[src/rtl/regfile_2r1w.sv]
// Two-read, one-write register file with registered read ports.
// Storage is a flat array of WIDTH-bit entries. Each read port selects one entry and
// registers it. An optional hardwired zero entry and an optional same-edge write-to-read
// bypass are provided.
module regfile_2r1w #(
    parameter int unsigned WIDTH    = 64,
    parameter int unsigned DEPTH    = 32,
    parameter int          ZERO_REG = 31,
    parameter bit          BYPASS   = 1'b1,
    localparam int unsigned AW      = (DEPTH > 1) ? $clog2(DEPTH) : 1
) (
    input  logic             clk,
    input  logic             reset_n,
    input  logic             wr_en,
    input  logic [AW-1:0]    wr_addr,
    input  logic [WIDTH-1:0] wr_data,
    input  logic             rd_en_a,
    input  logic [AW-1:0]    rd_addr_a,
    output logic [WIDTH-1:0] rd_data_a,
    output logic             rd_valid_a,
    input  logic             rd_en_b,
    input  logic [AW-1:0]    rd_addr_b,
    output logic [WIDTH-1:0] rd_data_b,
    output logic             rd_valid_b
);

    // One extra bit so DEPTH itself is representable when it is a power of two.
    localparam logic [AW:0]   DEPTH_W  = DEPTH[AW:0];
    localparam bit            HAS_ZERO = (ZERO_REG >= 0) && (ZERO_REG < int'(DEPTH));
    localparam logic [AW-1:0] ZERO_IDX = HAS_ZERO ? ZERO_REG[AW-1:0] : '0;

    logic [WIDTH-1:0] mem_q [DEPTH];

    logic [WIDTH-1:0] rd_data_a_q, rd_data_b_q;
    logic             rd_valid_a_q, rd_valid_b_q;
    logic [WIDTH-1:0] rd_word_a, rd_word_b;
    logic             wr_fire;

    function automatic logic addr_ok(input logic [AW-1:0] addr);
        return ({1'b0, addr} < DEPTH_W);
    endfunction

    function automatic logic is_zero(input logic [AW-1:0] addr);
        return HAS_ZERO && (addr == ZERO_IDX);
    endfunction

    // Writes to the zero entry or past the end of the array are dropped.
    assign wr_fire = wr_en && addr_ok(wr_addr) && !is_zero(wr_addr);

    // Port A selection: zero for the zero entry / out of range, optional bypass.
    always_comb begin
        rd_word_a = '0;
        if (addr_ok(rd_addr_a) && !is_zero(rd_addr_a)) begin
            rd_word_a = mem_q[rd_addr_a];
            // wr_fire already excludes the zero entry and out-of-range addresses.
            if (BYPASS && wr_fire && (wr_addr == rd_addr_a)) begin
                rd_word_a = wr_data;
            end
        end
    end

    // Port B selection: same rules as port A.
    always_comb begin
        rd_word_b = '0;
        if (addr_ok(rd_addr_b) && !is_zero(rd_addr_b)) begin
            rd_word_b = mem_q[rd_addr_b];
            if (BYPASS && wr_fire && (wr_addr == rd_addr_b)) begin
                rd_word_b = wr_data;
            end
        end
    end

    // Storage update: reset clears every entry and dominates any write.
    always_ff @(posedge clk) begin
        if (!reset_n) begin
            for (int unsigned i = 0; i < DEPTH; i++) begin
                mem_q[i] <= '0;
            end
        end else if (wr_fire) begin
            mem_q[wr_addr] <= wr_data;
        end
    end

    // Read output registers: data holds while idle, valid pulses per accepted request.
    always_ff @(posedge clk) begin
        if (!reset_n) begin
            rd_data_a_q  <= '0;
            rd_data_b_q  <= '0;
            rd_valid_a_q <= 1'b0;
            rd_valid_b_q <= 1'b0;
        end else begin
            rd_valid_a_q <= rd_en_a;
            rd_valid_b_q <= rd_en_b;
            if (rd_en_a) begin
                rd_data_a_q <= rd_word_a;
            end
            if (rd_en_b) begin
                rd_data_b_q <= rd_word_b;
            end
        end
    end

    assign rd_data_a  = rd_data_a_q;
    assign rd_data_b  = rd_data_b_q;
    assign rd_valid_a = rd_valid_a_q;
    assign rd_valid_b = rd_valid_b_q;

endmodule
[config.mk]
export PLATFORM = sky130hd
export DESIGN_NAME = regfile_2r1w
export DESIGN_NICKNAME = d
export VERILOG_FILES = /design/src/rtl/regfile_2r1w.sv
export SDC_FILE = /design/constraint.sdc
export NUM_CORES = 2
export LEC_CHECK = 0
export BUFFER_PORTS_ARGS = -buffer_cell sky130_fd_sc_hd__buf_2
export CAP_MARGIN = 20
export CORE_ASPECT_RATIO = 1.75
export CORE_MARGIN = 5
export CORE_UTILIZATION = 45
export CTS_BUF_LIST = sky130_fd_sc_hd__clkbuf_4
export CTS_CLUSTER_SIZE = 28
export DETAILED_ROUTE_END_ITERATION = 6
export GPL_TIMING_DRIVEN = 1
export SYNTH_ARGS = -nofsm -noshare
export SYNTH_HDL_FRONTEND = slang
export SYNTH_SLANG_ARGS = --single-unit
[constraint.sdc]
create_clock -name clk -period 13 [get_ports clk]
set_input_delay 1.3 -clock clk [delete_from_list [all_inputs] [get_ports clk]]
set_output_delay 1.3 -clock clk [all_outputs]
set_load 0.02 [all_outputs]
Word level (Yosys, flattened, before mapping)
Memory sizes are Yosys's and may differ from the RTL's.
Index checks and enable logic that the tools add are counted.
{"block": "word_totals", "wordCells": 26, "ram_bits": 2048, "latch_bits": 0, "rom_bits": 0, "input_bits": 84, "regBits": 130, "memories": 1}
{"name": "mem_q", "words": 32, "word_bits": 64, "read_ports": 2, "rd_ports_with_merged_regs": 0, "wr": 32, "line": "32", "source": "logic [WIDTH-1:0] mem_q [DEPTH];"}
{"block": "classes", "div": 0, "n_mux": 11, "n_reduce_logical": 5, "addsub": 0, "bitwise_logic": 0, "eq_ne": 5, "magnitude_cmp": 0, "n_mul": 0, "n_shift": 0}
{"op": "2-to-1 mux 64 bit", "count": 5}
{"op": "OR reduction 64 bit", "count": 1}
{"op": "== test 5 bit, second input constant", "count": 3}
{"op": "== test 5 bit", "count": 2}
{"op": "2-to-1 mux 1 bit", "count": 5}
{"op": "2-to-1 mux 5 bit", "count": 1}
{"op": "logical AND 1 bit", "count": 3}
{"op": "zero test 1 bit", "count": 1}

Depth between registers and ports, before layout
{"block": "logic_depth", "ltp_word": 8, "ltp_mapped": 11, "depth_no_buf": 5}

Worst setup path after synthesis
Ideal clock, no wire load.
{"block": "synth_path", "path_type": "in2reg", "startpoint": "input wr_addr[1]", "endpoint": "memory mem_q[24][0], enable pin", "cell_stages": 5, "path_buffers": 3, "slack_ns": 5.747, "setup_time_ns": 0.575, "t_required_ns": 12.425, "arrival_time_ns": 6.678, "cell_sequence": "buf_2 > or3_1 > clkbuf_1 > clkbuf_1 > o21ai_0"}
{"item": "start, declared", "line": "15", "source": "input logic [AW-1:0] wr_addr,"}
{"item": "end, declared", "line": "32"}

==> results by group <==
Timing
  – RSZ-0062 raised after global routing: false
  – Fmax: 229.8 MHz
  – Slew @ Worst Pin: 1299 ps
  – # setup viols final: 0
  – Setup TNS: 0 ps
  – Max_slew headroom: 0.1343
  – Slew Viols, Final: 0
  – Final Hold Viols: 0
  – Hold slack: 384.2 ps
  – Clock skew: 89.00 ps
  – Final min period: 4352 ps
  – Final Cycle Share: 0.3348

Drt
  – Vias/cell: 6.907
  – Final wirelength: 488,500 microns
  – Remaining DRCs: 1
  – Wire per inst: 41.39 microns
  – Antenna viol nets, final: 0
  – Total number of vias: 81,522
  – TritonRoute pass-1 iters: 7
  – Initial drt markers: 12,625

Power
  – IR drop worst, VDD: 0.00006057 V
  – Static Leak: 0.04420 uW
  – PD cells: 131.2 nW/um^2

Cells and area
  – Fill cells: 21,794
  – Multi-input gate area: 46,440 sq um
  – Fin util: 0.4959
  – Share of cells above drive strength 1: 0.2709
  – Register area: 64,100 sq um
  – Final net count: 8,089
  – Syn-to-layout area delta: 9.838%

Logic synthesis
  – Post-Synthesis Cells: 7,780
  – Avg Inst Size Synth: 14.63 sq um
  – Ys Warns: 0
  – Share of async-settable or async-resettable flops after synthesis: 0
  – Mapped Area: 113,800 sq um
  – Distinct cells, synth: 76
  – Ys flop type: edfxtp_1
  – Sequential area share after synthesis: 0.5631
  – Synthesized flop and latch total: 2,178
  – EDFF count, synth: 2,048

Setup path
  – Crit Path Class: in2reg
  – Worst path required time: 13,880 ps
  – Crit path DAT: 5230 ps
  – Worst setup EP type: flip-flop
  – Startpoint Class: primary input
  – Crit path largest cell delay: 920 ps
  – CP Max Fanout: 26
  – Slowest CP cell: o21ai_4
  – Crit-path cells: buf_4 -> nand2_1 -> or3_1 -> buf_4 -> o21ai_4 -> buf_4 -> buf_4
  – Crit-path most repeated cell: buf_4

Hold path
  – Worst hold path class: in2reg

Clock tree
  – Root Buffer: clkbuf_4
  – Post-CTS setup buffers: 0
  – H-tree depth: 6
  – Longest Clk Path Bufs: 4
  – Num CTS Buffers: 530
  – Clk sinks: 2,178
  – Post-CTS Resized: 0
  – Worst-Skew Late Latency: 1320 ps
  – CTS tree: built
  – Cts hold-fix bufs: 0
  – Clock-pin slew on the worst setup and hold paths: 70 ps

Floorplanning
  – Die outline width: 390.2 microns
  – FP Rows: 244
  – Die Y: 675.4 microns
  – # IOs: 214
  – Die Area: 263,500 sq um
  – Core box area: 252,200 sq um
  – Starting density of the core: 0.4514

Global route
  – Largest net degree at the start of global routing: 116
  – Initial antenna violation count: 80
  – Grt total ovfl: 0
  – Vias in the first global route: 82,760
  – GRT Total Usage: 0.3640
  – First-pass GRT wire length: 661,200 microns

Flow run
  – Max Cap Viol: 0

Place
  – Post-DP HPWL: 270,900 microns
  – Port Buffers: 213
  – Gpl congestion: 0.8869

Run status
  – Status: finished with violations
  – Failing checks: DRC
[synthesized netlist by cell type, types with 5 or more instances]
cell type	n	share of area
a2111oi_0	6	0.00046
a211oi_1	75	0.0049
a21oi_1	173	0.0076
a221o_1	64	0.0056
a221oi_1	68	0.0052
a22o_1	29	0.0022
a22oi_1	103	0.0068
a31oi_1	7	0.00038
a32o_1	6	0.00053
and2_1	1988	0.11
and3_1	7	0.00038
buf_1	16	0.00053
buf_12	5	0.00088
buf_2	117	0.0051
buf_4	100	0.0066
buf_6	63	0.0062
clkbuf_1	535	0.018
dfxtp_1	130	0.023
edfxtp_1	2048	0.54
inv_1	5	0.00016
mux2_2	27	0.0027
mux2i_1	545	0.048
mux4_2	787	0.16
nand2_1	88	0.0029
nand2b_1	8	0.00044
nand3_1	35	0.0015
nand3b_1	10	0.00066
nand4_1	10	0.00055
nor2_1	64	0.0021
nor2b_1	14	0.00077
nor3_1	12	0.00053
nor4_1	13	0.00071
o211ai_1	126	0.0083
o21a_1	9	0.00059
o21ai_0	68	0.0030
o21ai_1	17	0.00075
o221ai_1	80	0.0062
o22ai_1	157	0.0086
o311a_1	7	0.00062
o41ai_1	6	0.00046
or2_2	62	0.0034
or3b_2	5	0.00038
or4_1	14	0.00092
xnor2_1	10	0.00077
[cell families after synthesis]
kind of cell              Yosys count  share of synthesized area
and+or+nand+nor                  2344                     0.1259
DFF                              2178                     0.5631
muxes                            1361                     0.2067
AOI/OAI and AO/OA                1043                    0.06621
buffers and inverters             843                    0.03725
xor gates and xnor gates           10                  0.0007693
other                               1                 0.00003294
[state kept, by name (all words and copies together), names as in the netlist]
register	flops
rd_valid_a	1
rd_data_b	64
rd_valid_b	1
rd_data_a	64
mem_q	2048
[metal layers]
layer  part of all wire  vias up  GRT usage
li1                   -    30955          -
met1               0.31    41200     0.4137
met2               0.46     7095     0.5790
met3               0.13     2254    0.09655
met4              0.098       18     0.2972
met5            0.00026        -          0
[cells in the final DEF (no fill, tap or decap), types with 37 or more instances in the layout]
master,instances
edfxtp_1,2048
buf_2,202
o21ai_0,37
a21oi_1,173
conb_1,64
clkbuf_4,767
clkinv_1,117
a22oi_1,103
and2_1,1987
a221o_1,64
nand2_1,84
a221oi_1,68
dfxtp_1,130
or2_2,62
mux2i_1,545
a211oi_1,75
o211ai_1,126
o22ai_1,157
buf_4,243
mux4_2,787
o221ai_1,80
diode_2,64
[worst max-delay path: cells and delay by family]
kind            cells  cell delay [ps]
buf+inv             4             2200
compound gates      1              920
simple gates        2              720
[path summary, 6_finish.rpt]
path                      start             to  slack (ps)  depth (start not counted)
setup / recovery        reset_n   mem_q[24][7]        8650                          7
hold / removal          rd_en_a     rd_valid_a         380                          3
setup reg to reg  mem_q[19][52]  rd_data_b[52]       10570                          5
hold reg to reg    rd_data_a[6]   rd_data_a[6]         490                          1
[per-stage QoR]
step	area, sq um	total power [uW]	worst slack (ps)	std cells
after detailed placement	117900	10450	7496	10793
after global routing	124900	16850	8613	11752
after floorplan	114100	9624	5747	7843
after CTS	124900	16390	8875	11737
after global placement	117900	10400	7516	10792
final	125000	16400	8648	11802
[layout make-up]
type,count,area share
Multi-Input combinational cell,4822,0.3714
Sequential cell,2178,0.5126
Clock inverter,177,0.009486
Inverter,7,0.0002502
Tap cell,3321,0.03323
Timing Repair Buffer,466,0.02565
Antenna cell,64,0.001281
Clock buffer,767,0.04605
[power by group]
group / switching (uW) / internal (uW)
clock network: 2970 / 3080
registers: 253 / 8060
logic: 1310 / 734
total: 4520 / 11900
Power figures use the tool's default switching activity.
